<file path="config.mk">
export PLATFORM = sky130hd
export DESIGN_NAME = apu_envelope_length
export DESIGN_NICKNAME = d
export VERILOG_FILES = /design/src/rtl/apu_envelope_length.sv
export SDC_FILE = /design/constraint.sdc
export NUM_CORES = 1
export LEC_CHECK = 0
export CAP_MARGIN = 20
export CORE_UTILIZATION = 29
export CTS_BUF_LIST = sky130_fd_sc_hd__clkbuf_2 sky130_fd_sc_hd__clkbuf_4 sky130_fd_sc_hd__clkbuf_8
export CTS_CLUSTER_DIAMETER = 30
export CTS_CLUSTER_SIZE = 20
export DETAILED_ROUTE_END_ITERATION = 10
export REMOVE_ABC_BUFFERS = 1
export SLEW_MARGIN = 20
export SYNTH_ARGS = -nofsm -noshare
export SYNTH_HDL_FRONTEND = slang
export SYNTH_SLANG_ARGS = --single-unit
</file>
<file path="constraint.sdc">
create_clock -name clk -period 4.65 [get_ports clk]
set_input_delay 0.465 -clock clk [delete_from_list [all_inputs] [get_ports clk]]
set_output_delay 0.465 -clock clk [all_outputs]
set_load 0.1 [all_outputs]
</file>
<file path="src/rtl/apu_envelope_length.sv">
// apu_envelope_length
// Per-channel envelope generator and length counter for the APU pulse and
// noise channels. It sits downstream of the frame counter. The quarter-frame
// pulse clocks the envelope and the half-frame pulse clocks the length counter.
// Outputs are the channel volume and the length-active status.
//
// Optional build macro: APU_LEN_RELOAD_QUIRK_EN
//   When defined, a length write that lands in the same cycle as a real
//   half-frame decrement is dropped, as on the 2A03. The start flag is still
//   set. When undefined, the load always wins.

module apu_envelope_length #(
  parameter bit MUTE_ON_ZERO_LEN = 1'b1
) (
  input  logic       clk,
  input  logic       rst,
  input  logic       qtrframe,
  input  logic       halfframe,
  input  logic       enable,
  input  logic       wr_ctrl,
  input  logic       wr_len,
  input  logic [7:0] wdata,
  output logic [3:0] volume,
  output logic       len_active,
  output logic [7:0] len_count
);

  logic       halt_loop;
  logic       const_vol;
  logic [3:0] vol_per;
  logic       start;
  logic [3:0] divider;
  logic [3:0] decay;

  logic       len_decrement;
  logic       len_load;
  logic [7:0] len_table_value;

  // Length load value lookup, indexed by the top five bits of the write.
  function automatic logic [7:0] len_lookup(input logic [4:0] idx);
    logic [7:0] value;
    case (idx)
      5'd0:    value = 8'd10;
      5'd1:    value = 8'd254;
      5'd2:    value = 8'd20;
      5'd3:    value = 8'd2;
      5'd4:    value = 8'd40;
      5'd5:    value = 8'd4;
      5'd6:    value = 8'd80;
      5'd7:    value = 8'd6;
      5'd8:    value = 8'd160;
      5'd9:    value = 8'd8;
      5'd10:   value = 8'd60;
      5'd11:   value = 8'd10;
      5'd12:   value = 8'd14;
      5'd13:   value = 8'd12;
      5'd14:   value = 8'd26;
      5'd15:   value = 8'd14;
      5'd16:   value = 8'd12;
      5'd17:   value = 8'd16;
      5'd18:   value = 8'd24;
      5'd19:   value = 8'd18;
      5'd20:   value = 8'd48;
      5'd21:   value = 8'd20;
      5'd22:   value = 8'd96;
      5'd23:   value = 8'd22;
      5'd24:   value = 8'd192;
      5'd25:   value = 8'd24;
      5'd26:   value = 8'd72;
      5'd27:   value = 8'd26;
      5'd28:   value = 8'd16;
      5'd29:   value = 8'd28;
      5'd30:   value = 8'd32;
      default: value = 8'd30;
    endcase
    return value;
  endfunction

  // Control register: loop/halt flag, constant-volume flag and volume/period.
  always_ff @(posedge clk) begin
    if (rst) begin
      halt_loop <= 1'b0;
      const_vol <= 1'b0;
      vol_per   <= 4'd0;
    end else if (wr_ctrl) begin
      halt_loop <= wdata[5];
      const_vol <= wdata[4];
      vol_per   <= wdata[3:0];
    end
  end

  // Envelope: the start flag restarts the decay at 15; otherwise the divider
  // counts down from the period and steps the decay each time it expires.
  // A length write arms start last, so it survives a coincident quarter frame.
  always_ff @(posedge clk) begin
    if (rst) begin
      start   <= 1'b0;
      divider <= 4'd0;
      decay   <= 4'd0;
    end else begin
      if (qtrframe) begin
        if (start) begin
          start   <= 1'b0;
          decay   <= 4'd15;
          divider <= vol_per;
        end else if (divider == 4'd0) begin
          divider <= vol_per;
          if (decay != 4'd0) begin
            decay <= decay - 4'd1;
          end else if (halt_loop) begin
            decay <= 4'd15;
          end
        end else begin
          divider <= divider - 4'd1;
        end
      end
      if (wr_len) begin
        start <= 1'b1;
      end
    end
  end

  // Decide between a table load and a half-frame decrement for this cycle.
  always_comb begin
    len_table_value = len_lookup(wdata[7:3]);
    len_decrement   = halfframe && !halt_loop && (len_count != 8'd0);
`ifdef APU_LEN_RELOAD_QUIRK_EN
    len_load        = wr_len && enable && !len_decrement;
`else
    len_load        = wr_len && enable;
`endif
  end

  // Length counter: held at zero while the channel is disabled.
  always_ff @(posedge clk) begin
    if (rst) begin
      len_count <= 8'd0;
    end else if (!enable) begin
      len_count <= 8'd0;
    end else if (len_load) begin
      len_count <= len_table_value;
    end else if (len_decrement) begin
      len_count <= len_count - 8'd1;
    end
  end

  // Output volume selects constant or decay level, muted when length is spent.
  always_comb begin
    volume = const_vol ? vol_per : decay;
    if (MUTE_ON_ZERO_LEN && (len_count == 8'd0)) begin
      volume = 4'd0;
    end
  end

  assign len_active = |len_count;

endmodule

</file>
==> results.sh <==
export IMPL_diodes=0
export IMPL_worst_setup_path_end_kind="primary output"
export IMPL_synth_top_area_share_pct=29.5
export IMPL_hold_viol=0
export IMPL_grt_pass1_wl_um=6000
export IMPL_ys_seq_area_share_pct=29.5
export IMPL_yosys_register_bits=23
export IMPL_synth_distinct_cells=43
export IMPL_layout_drive_gt1_share_pct=4.63
export IMPL_clk_pin_slew_ns=0.09
export IMPL_grt_pass1_vias=1235
export IMPL_wire_per_inst_um=12.6
export IMPL_antenna_found_initial=0
export IMPL_hpwl_um=2680
export IMPL_post_cts_repair_setup_buffers=0
export IMPL_cp_max_fo=6
export IMPL_synthFlopType="dfxtp_1"
export IMPL_clock_skew_ns=0.00561
export IMPL_syn_to_final_growth_pct=22.7
export IMPL_viasPerCell=5.09
export IMPL_maxClockFrequency_ghz=0.297
export IMPL_grt_usage_pct=13.8
export IMPL_final_cell_area_mm2=0.00192
export IMPL_cp_required_ns=4.18
export IMPL_ios=28
export IMPL_totalNegativeSetupSlack_ns=0
export IMPL_grt_max_degree=20
export IMPL_tritoncts="yes"
export IMPL_floorplan_rows=26
export IMPL_status="completed"
export IMPL_drc=0
export IMPL_r2r_setup_slack_ns=2.68
export IMPL_htreeDepth=1
export IMPL_period_needed_ns=3.37
export IMPL_synth_avg_cell_area_um2=7.89
export IMPL_grt_ovfl_total=0
export IMPL_cts_buffers=3
export IMPL_min_path_type="reg -> reg"
export IMPL_wl_um=3610
export IMPL_synth_most_common_cell="nor2_1"
export IMPL_clock_latency_ns=0.27
export IMPL_arrival_ns=2.91
export IMPL_synth_top_area_cell="dfxtp_1"
export IMPL_synth_edf_count=0
export IMPL_fp_dieW_um=75.4
export IMPL_async_reset_ff_share_pct=0
export IMPL_initial_utilization_pct=30.4
export IMPL_ys_warn_count=0
export IMPL_syn_area_mm2=0.00156
export IMPL_cts_root_buf="clkbuf_8"
export IMPL_cts_buffer_depth=2
export IMPL_dr_pass1_iters=4
export IMPL_finalCritPeriodShare_pct=72.5
export IMPL_globalplace_congestion=0.764
export IMPL_synth_common_cells="26 x nor2_1, 23 x dfxtp_1, 17 x a21oi_1, 13 x inv_1, 12 x mux2i_1"
export IMPL_critPathSlowestCell="clkdlybuf4s50_1"
export IMPL_cp_top_family="buffers and inverters"
export IMPL_cellPowerDensity_mw_per_mm2=332
export IMPL_irDropWorstVdd_mv=0.141
export IMPL_clock_sinks=23
export IMPL_hold_buffers=0
export IMPL_slew_headroom_pct=34.6
export IMPL_ant_nets=0
export IMPL_dpl_cell_area_mm2=0.00187
export IMPL_rsz0062_at_grt="no"
export IMPL_syn_inst=198
export IMPL_p_total_uw=637
export IMPL_setup_violations_final=0
export IMPL_dieHeight_um=75.4
export IMPL_worst_path_largest_cell_delay_ns=0.97
export IMPL_drt_iter0_markers=94
export IMPL_core_mm2=0.00514
export IMPL_die_area_mm2=0.00569
export IMPL_p_leak_nw=0.709
export IMPL_drv_slew=0
export IMPL_maxCapViolations=0
export IMPL_num_vias=1457
export IMPL_place_port_buffers=27
export IMPL_cts_resized_gates=0
export IMPL_worst_pin_slew_ns=0.978
export IMPL_path_class="reg -> out"
export IMPL_critPathBufInv=2
export IMPL_cp_start_kind="flip-flop"
export IMPL_finalNetCount=242
export IMPL_synth_area_leaders="dfxtp_1 29%, ha_1 8.0%, mux2i_1 7.7%"
export IMPL_cp_cell_sequence="inv_1, ha_1, nor4b_1, and2_0, nor2_1, clkdlybuf4s50_1"
[state kept, by name, indices dropped and copies added (netlist names)]
signal and flops:
divider 4, len_count 8, halt_loop 1, vol_per 4, start 1, decay 4, const_vol 1
[cells by family (layout without fill, tap and decap cells)]
kind of cell,after synthesis,in the layout,synth area share [%]
AOI/OAI and AO/OA,57,57,24.6
xor gates and xnor gates,3,3,1.68
adders and majority gates,10,10,8.01
buffers and inverters,26,44,6.41
DFF,23,23,29.5
muxes,12,12,7.69
and+or+nand+nor,67,67,22.2
[placed cells by master (no fill, tap or decap), types with 2 or more instances in the layout]
cell type / n
clkbuf_8: 3
o211ai_1: 3
nand2b_1: 3
inv_1: 13
nor4_1: 3
mux2i_1: 12
ha_1: 10
a211oi_1: 6
a311oi_1: 4
nand3b_1: 4
a21o_1: 2
nor2_1: 26
nand2_1: 10
a31oi_1: 3
o32ai_1: 2
nand4b_1: 2
xnor2_1: 3
o311ai_0: 2
nor2b_1: 3
dfxtp_1: 23
a21oi_1: 17
or3b_2: 2
o21ai_0: 9
clkdlybuf4s50_1: 27
nor3_1: 6
[tightest hold or removal path, cell delays in order, from the launching register on]
cell and delay [ns]:
dfxtp_1 0.33, nand2_1 0.07, a21oi_1 0.05
[where the power goes]
group	switching [mW]	internal, mW	total (mW)	leakage [nW]
Combinational	0.175	0.0908	0.266	0.499
Clock	0.0702	0.0608	0.131	0.0217
Sequential	0.0228	0.217	0.240	0.189
Total	0.269	0.369	0.637	0.709
[per-layer routing]
layer	track usage, %	vias to the layer above	part of all wire, %	wire (um)
met4	5.76	0	1.8	64
met3	1.72	5	3.2	115
met2	19.5	29	42	1510
li1	-	759	-	-
met5	0	-	0	0
met1	20.9	664	53	1910
[area by class of cell]
type / count / area (um2)
Fill cell: 571 / 3220
Multi-Input combinational cell: 149 / 1000
Sequential cell: 23 / 460
Timing Repair Buffer: 27 / 270
Tap cell: 70 / 87.6
Inverter: 13 / 48.8
Clock buffer: 3 / 41.3
Clock inverter: 1 / 7.51
[worst paths after layout]
path / to / depth (start not counted) / from
hold reg to reg: divider[1] / 2 / divider[1]
setup / recovery: volume[1] / 6 / len_count[0]
hold / removal: divider[1] / 2 / divider[1]
setup reg to reg: len_count[0] / 7 / len_count[0]
[metrics by stage]
step	std cells	setup WS (ns)	hold WS [ns]	util, %
after global routing	286	1.08	0.535	37.3
after floorplan	185	1.02	0.446	-
after CTS	286	1.26	0.494	37.3
after global placement	282	1.66	0.475	36.4
final	286	1.28	0.491	37.3
after detailed placement	282	1.57	0.479	36.4
Note: power is estimated with default switching activity, not from simulation.
